==> src/rtl/load_store_unit.sv <==
// RV32I load/store unit in front of a word-addressed synchronous RAM.
// Sub-word stores are read-modify-write; loads extract and extend the addressed lane.
module load_store_unit (
  input  logic        clk_i,
  input  logic        rst_ni,
  input  logic        req_valid_i,
  output logic        req_ready_o,
  input  logic        req_we_i,
  input  logic [2:0]  req_funct3_i,
  input  logic [31:0] req_addr_i,
  input  logic [31:0] req_wdata_i,
  output logic        resp_valid_o,
  output logic [31:0] resp_rdata_o,
  output logic        resp_err_o,
  output logic        mem_we_o,
  output logic [31:0] mem_addr_o,
  output logic [31:0] mem_wdata_o,
  input  logic [31:0] mem_rdata_i
);

  typedef enum logic [2:0] {StIdle, StRd, StCapture, StWr, StResp} state_e;

  state_e      state_q, state_d;
  logic        we_q, we_d;
  logic [2:0]  funct3_q, funct3_d;
  logic [31:0] addr_q, addr_d;
  logic [31:0] wdata_q, wdata_d;
  logic [31:0] rdata_q, rdata_d;
  logic        err_q, err_d;

  logic        req_illegal;
  logic [4:0]  shamt;
  logic [31:0] rd_shift;
  logic [31:0] load_ext;
  logic [31:0] lane_mask;
  logic [31:0] merged;

  always_comb begin
    req_illegal = 1'b0;
    case (req_funct3_i)
      3'b000:  req_illegal = 1'b0;
      3'b001:  req_illegal = req_addr_i[0];
      3'b010:  req_illegal = |req_addr_i[1:0];
      3'b100:  req_illegal = req_we_i;
      3'b101:  req_illegal = req_we_i | req_addr_i[0];
      default: req_illegal = 1'b1;
    endcase
  end

  // Halfword accesses are aligned, so the byte shift also selects the halfword lane.
  assign shamt    = {addr_q[1:0], 3'b000};
  assign rd_shift = mem_rdata_i >> shamt;

  always_comb begin
    load_ext = mem_rdata_i;
    case (funct3_q)
      3'b000:  load_ext = {{24{rd_shift[7]}}, rd_shift[7:0]};
      3'b001:  load_ext = {{16{rd_shift[15]}}, rd_shift[15:0]};
      3'b100:  load_ext = {24'h0, rd_shift[7:0]};
      3'b101:  load_ext = {16'h0, rd_shift[15:0]};
      default: load_ext = mem_rdata_i;
    endcase
  end

  assign lane_mask = (funct3_q[0] ? 32'h0000_ffff : 32'h0000_00ff) << shamt;
  assign merged    = (mem_rdata_i & ~lane_mask) | ((wdata_q << shamt) & lane_mask);

  always_comb begin
    state_d  = state_q;
    we_d     = we_q;
    funct3_d = funct3_q;
    addr_d   = addr_q;
    wdata_d  = wdata_q;
    rdata_d  = rdata_q;
    err_d    = err_q;
    unique case (state_q)
      StIdle: begin
        if (req_valid_i) begin
          we_d     = req_we_i;
          funct3_d = req_funct3_i;
          addr_d   = req_addr_i;
          wdata_d  = req_wdata_i;
          err_d    = req_illegal;
          if (req_illegal) begin
            rdata_d = '0;
            state_d = StResp;
          end else if (req_we_i && req_funct3_i == 3'b010) begin
            state_d = StWr;
          end else begin
            state_d = StRd;
          end
        end
      end
      StRd: state_d = StCapture;
      StCapture: begin
        // The merged word replaces the store data so WR always writes wdata_q.
        if (we_q) begin
          wdata_d = merged;
          state_d = StWr;
        end else begin
          rdata_d = load_ext;
          state_d = StResp;
        end
      end
      StWr: begin
        rdata_d = '0;
        state_d = StResp;
      end
      StResp:  state_d = StIdle;
      default: state_d = StIdle;
    endcase
  end

  always_ff @(posedge clk_i or negedge rst_ni) begin
    if (!rst_ni) begin
      state_q  <= StIdle;
      we_q     <= 1'b0;
      funct3_q <= 3'b000;
      addr_q   <= '0;
      wdata_q  <= '0;
      rdata_q  <= '0;
      err_q    <= 1'b0;
    end else begin
      state_q  <= state_d;
      we_q     <= we_d;
      funct3_q <= funct3_d;
      addr_q   <= addr_d;
      wdata_q  <= wdata_d;
      rdata_q  <= rdata_d;
      err_q    <= err_d;
    end
  end

  assign req_ready_o  = (state_q == StIdle);
  assign resp_valid_o = (state_q == StResp);
  assign resp_rdata_o = rdata_q;
  assign resp_err_o   = err_q;
  assign mem_we_o     = (state_q == StWr);
  assign mem_addr_o   = {2'b00, addr_q[31:2]};
  assign mem_wdata_o  = wdata_q;

endmodule

==> config.mk <==
export PLATFORM = sky130hd
export DESIGN_NAME = load_store_unit
export DESIGN_NICKNAME = d
export VERILOG_FILES = /design/src/rtl/load_store_unit.sv
export SDC_FILE = /design/constraint.sdc
export NUM_CORES = 1
export LEC_CHECK = 0
export ABC_AREA = 1
export CAP_MARGIN = 0
export CORE_MARGIN = 5
export CORE_UTILIZATION = 67
export DETAILED_ROUTE_END_ITERATION = 12
export DONT_BUFFER_PORTS = 1
export PLACE_DENSITY = 0.94
export SLEW_MARGIN = 20
export SYNTH_ARGS = -nofsm -noshare
export SYNTH_HDL_FRONTEND = slang
export SYNTH_SLANG_ARGS = --single-unit
export TNS_END_PERCENT = 10
==> constraint.sdc <==
create_clock -name clk_i -period 3.1 [get_ports clk_i]
set_input_delay 0.465 -clock clk_i [delete_from_list [all_inputs] [get_ports clk_i]]
set_output_delay 0.465 -clock clk_i [all_outputs]
set_load 0.1 [all_outputs]
## Yosys cells after proc, flatten, opt, wreduce, memory -nomap -nowiden

Cells that the tools add are included.

| storage, ports and cells | value |
|---|---|
| output and inout port bits | 100 |
| latch bits | 0 |
| bits in read-only memories | 0 |
| memory bits (writable) | 0 |
| input port bits | 103 |
| memories | 0 |
| register bits | 104 |

| cells by class | value |
|---|---|
| magnitude comparators | 0 |
| add/sub/neg operators | 0 |
| bitwise operators | 5 |
| multiply operators | 0 |
| muxes and demuxes | 15 |
| reduce and logical (&&, ||, !) cells | 10 |
| shift-type cells | 3 |
| equal/unequal tests | 15 |
| div/mod/pow operators | 0 |

Operators with widths:

| cell | count |
|---|---|
| two-way mux 32 bit | 5 |
| case mux 32 bit (4 select lines) | 1 |
| case mux 32 bit (3 select lines) | 1 |
| bitwise AND 32 bit | 2 |
| case mux 32 bit (2 select lines) | 1 |
| NOT 32 bit | 1 |
| bitwise OR 32 bit | 1 |
| left shift 16 x 5 -> 32 bit | 1 |
| left shift 32 x 5 -> 32 bit | 1 |
| >> shifter 32 x 5 -> 16 bit | 1 |
| two-way mux 16 bit | 1 |
| == test 3 bit (second input constant) | 5 |
| case mux 3 bit (4 select lines) | 1 |
| == test 3 x 1 -> 1 bit (second input constant) | 3 |
| == test 3 x 2 -> 1 bit (second input constant) | 3 |
| logical NOT 3 bit | 3 |
| two-way mux 3 bit | 3 |
| inequality test 2 bit (second input constant) | 3 |
| case mux 1 bit (5 select lines) | 1 |
| AND reduction 4 bit | 1 |
| AND reduction 3 bit | 1 |
| nonzero test 3 bit | 1 |
| two-way mux 2 bit | 1 |
| inequality test 2 x 1 -> 1 bit (second input constant) | 1 |
| other kinds (5) | 5 |

## Logic depth before layout (Yosys ltp)

| logic depth | value |
|---|---|
| depth after elaboration | 7 |
| gate-level depth with buffers | 11 |

## Worst setup path after synthesis

Ideal clock, no wire load.

| path | value |
|---|---|
| path kind | reg2out |
| from | register state_q[2] |
| to | output mem_we_o |
| arrival | 2.476 ns |
| path slack | 0.159 ns |
| stages on the path, launching flop included | 2 |
| buffers on the path | 0 |
| data required time | 2.635 ns |
| cells stage by stage | dfrtp_1 > nor3_1 |

| between the ends | value |
|---|---|
| longest elaborated chain between the ends | 1 |

Ends and longest elaborated chain:

| what | line | RTL |
|---|---|---|
| start, declared | 23 | `state_e state_q, state_d;` |
| start signal, assigned | 116 | `state_q <= StIdle;` |
| start signal, assigned | 124 | `state_q <= state_d;` |
| == test 3 x 2 -> 1 bit | 138 | `assign mem_we_o = (state_q == StWr);` |
| end, declared | 15 | `output logic mem_we_o,` |

Every way passes these cells.

## Worst setup path after layout

| path | value |
|---|---|
| from | register funct3_q[1] |
| to | register rdata_q[31] (netlist: resp_rdata_o[31]) |

| between the ends | value |
|---|---|
| longest elaborated chain between the ends | 4 |

Ends and longest elaborated chain:

| what | line | RTL |
|---|---|---|
| start, declared | 25 | `logic [2:0] funct3_q, funct3_d;` |
| start signal, assigned | 126 | `funct3_q <= funct3_d;` |
| == test 3 bit (tied with other cells) | 56 | `case (funct3_q)` |
| case mux 32 bit (4 select lines) * | 56 |  |
| two-way mux 32 bit * | 97 | `if (we_q) begin` |
| case mux 32 bit (3 select lines) * | 76 | `unique case (state_q)` |
| end signal, assigned | 129 | `rdata_q <= rdata_d;` |
| end, declared | 28 | `logic [31:0] rdata_q, rdata_d;` |

Mark *: on every way between the ends. The rest lies on a longest branch, timed or not. The select of a mux whose other input is x is not followed.
A chain may end at the register's enable or synchronous reset.

==> results.txt <==
Post-synth cell types: 26
Max-cap violations: 0
Critical Path AT: 2.39 ns
HPWL Detailed: 13.1 mm
Met2 WL: 8.20 mm
Highest Signal Layer: met4
Clock tree from TritonCTS: built
Die area: 11000 um^2
Final TNS setup: 0 ns
CTS resizes: 0
Mean post-synth cell area: 6.75 um^2
Skew-Pair Late Insertion Delay: 0.37 ns
CTS max path bufs: 2
DIE WIDTH: 105 um
CP required: 3.35 ns
Worst-path fanout max: 21
WHS: -0.00247 ns
Register Area: 2600 um^2
Final Hold Fails: 1
Mapped Area: 6040 um^2
#FFs+latches synth: 104
Placed cell count: 956
Gr ovfl total: 0
Vias in the first global route: 5331
Final setup vio count: 0
Layout cells sized above 1: 0.0763
Outcome: finished with violations
Hold Path Class: primary input to async pin
Vias per inst: 5.75
Clock skew: 0.0173 ns
Seq/Total Area, Yosys: 0.431
CTS H-tree depth: 3
Fin util: 0.704
Area added between synthesis and finish: 2.13%
Initial antenna violation count: 0
Initial DRC count: 537
CTS Root Buffer Type: clkbuf_8
# rows: 34
All-Layer GR Usage: 0.313
Leading cell types in the layout, fill and taps excluded: 434 x nand2_1, 104 x dfrtp_1, 70 x inv_1
Critical Path Start Type: flop
Setup repair after global routing missed its margin: no
Fin cells: 973
DRC: 0
Fmax: 468 MHz
# nets final: 963
Clock-pin slew on the worst setup and hold paths: 0.11 ns
Ant diodes: 0
Synth warn: 0
PortBufs: 0
M1 wire length: 6.66 mm
Crit end category: flop
Final period utilization: 0.690
Fill count: 744
Fin crit period: 2.14 ns
Antenna Nets Post-Route: 0
Initial cell density of the core: 0.690
Final max-slew violation count: 0
Footprint of the multi-input gates: 2700 um^2
First-pass GRT wire length: 28.0 mm
Gpl congestion: 0.912
DR WL met3: 2.22 mm
Post-Route WL: 17.4 mm
Worst-margin pin slew: 0.947 ns
Core Area: 8760 um^2
Commonest non-fill, non-tap cell in the layout: nand2_1
Wire per inst: 17.9 um
Boundary pin count: 203
Failing checks: negative hold slack
Cells after Synth: 895
CTS Buf Count: 9
Slew headroom: 0.368
Vias: 5591
Chip height: 105 um
DRT Pass-1 Iters: 6
Setup CP Type: flop to flop
CTS sink cnt: 104
Pin count of the biggest net entering global routing: 105
==> area by class of cell <==
type / instances / area share
Timing Repair Buffer: 27 / 0.0393
Clock inverter: 6 / 0.0103
Clock buffer: 10 / 0.0223
Inverter: 78 / 0.0474
Tap cell: 108 / 0.0219
Multi-Input combinational cell: 640 / 0.437
Sequential cell: 104 / 0.422
==> kinds of logic after synthesis <==
group | count (synthesis) | synth area share
other | 1 | 0.000620
buffers and inverters | 152 | 0.125
AOI/OAI and AO/OA | 99 | 0.0851
and+or+nand+nor | 539 | 0.359
DFF | 104 | 0.431
==> cells in the mapped netlist <==
master	count	area, um^2
nor3_1	2	10.0
buf_2	20	100
a21oi_1	44	220
a21o_1	1	7.51
o21ai_0	29	145
nor2_8	1	20.0
or2_2	2	12.5
nor2_1	30	113
dfrtp_1	104	2600
nand2_4	2	22.5
o21ai_4	1	16.3
buf_1	5	18.8
nand2_2	4	25.0
inv_1	70	263
o21ai_1	22	110
nand3_1	61	305
buf_6	4	45.0
conb_1	1	3.75
clkbuf_1	10	37.5
nand3_4	1	17.5
nor2_2	1	6.26
inv_2	8	30.0
nand2_1	434	1630
o21bai_1	2	15.0
buf_4	35	263
nand4_1	1	6.26
==> per-layer routing <==
layer  track usage  vias up
li1              -     2650
met1         0.408     2586
met2         0.497      326
met3         0.116       29
met4        0.0804        0
met5             0        -
==> per-stage QoR <==
step | setup slack (ns) | hold WS, ns | instance area, um^2
floorplan | 0.159 | 0.169 | 6050
global placement | 1.13 | 0.173 | 5940
detailed placement | 1.06 | 0.173 | 5940
CTS | 1.03 | 0.0313 | 6170
global route | 0.760 | 0.0448 | 6170
finish | 0.962 | -0.00247 | 6170
==> critical path, stage by stage (launching register included) <==
cell and delay (ns):
dfrtp_1 0.76, inv_2 0.33, nand2_1 0.34, nor2_1 0.08, nand2_1 0.12, nand3_4 0.17
nand2_1 0.17, nand2_1 0.06
==> repair_timing <==
item | 4_1_cts | 5_1_grt
hold buffers | 1 | 0
setup buffers | 0 | 0
endpoints found under the hold margin | 104 | 0
==> final timing paths <==
check	startpoint	endpoint	slack [ns]	cells past startpoint
setup / recovery	funct3_q[1]$_DFFE_PN0P_	resp_rdata_o[31]$_DFFE_PN0P_	0.96	7
hold / removal	rst_ni	async pin	-0.002	1
setup reg to reg	funct3_q[1]$_DFFE_PN0P_	resp_rdata_o[31]$_DFFE_PN0P_	0.96	7
hold reg to reg	we_q$_DFFE_PN0P_	we_q$_DFFE_PN0P_	0.54	2
max in group asynchronous	rst_ni	mem_wdata_o[8]$_DFFE_PN0P_	2.68	1
min in group clk_i	req_addr_i[26]	addr_q[26]$_DFFE_PN0P_	0.20	2
Power is left out: the tool's default activity adds up to more than one toggle a clock period on the data nets, which glitch-free logic cannot reach.
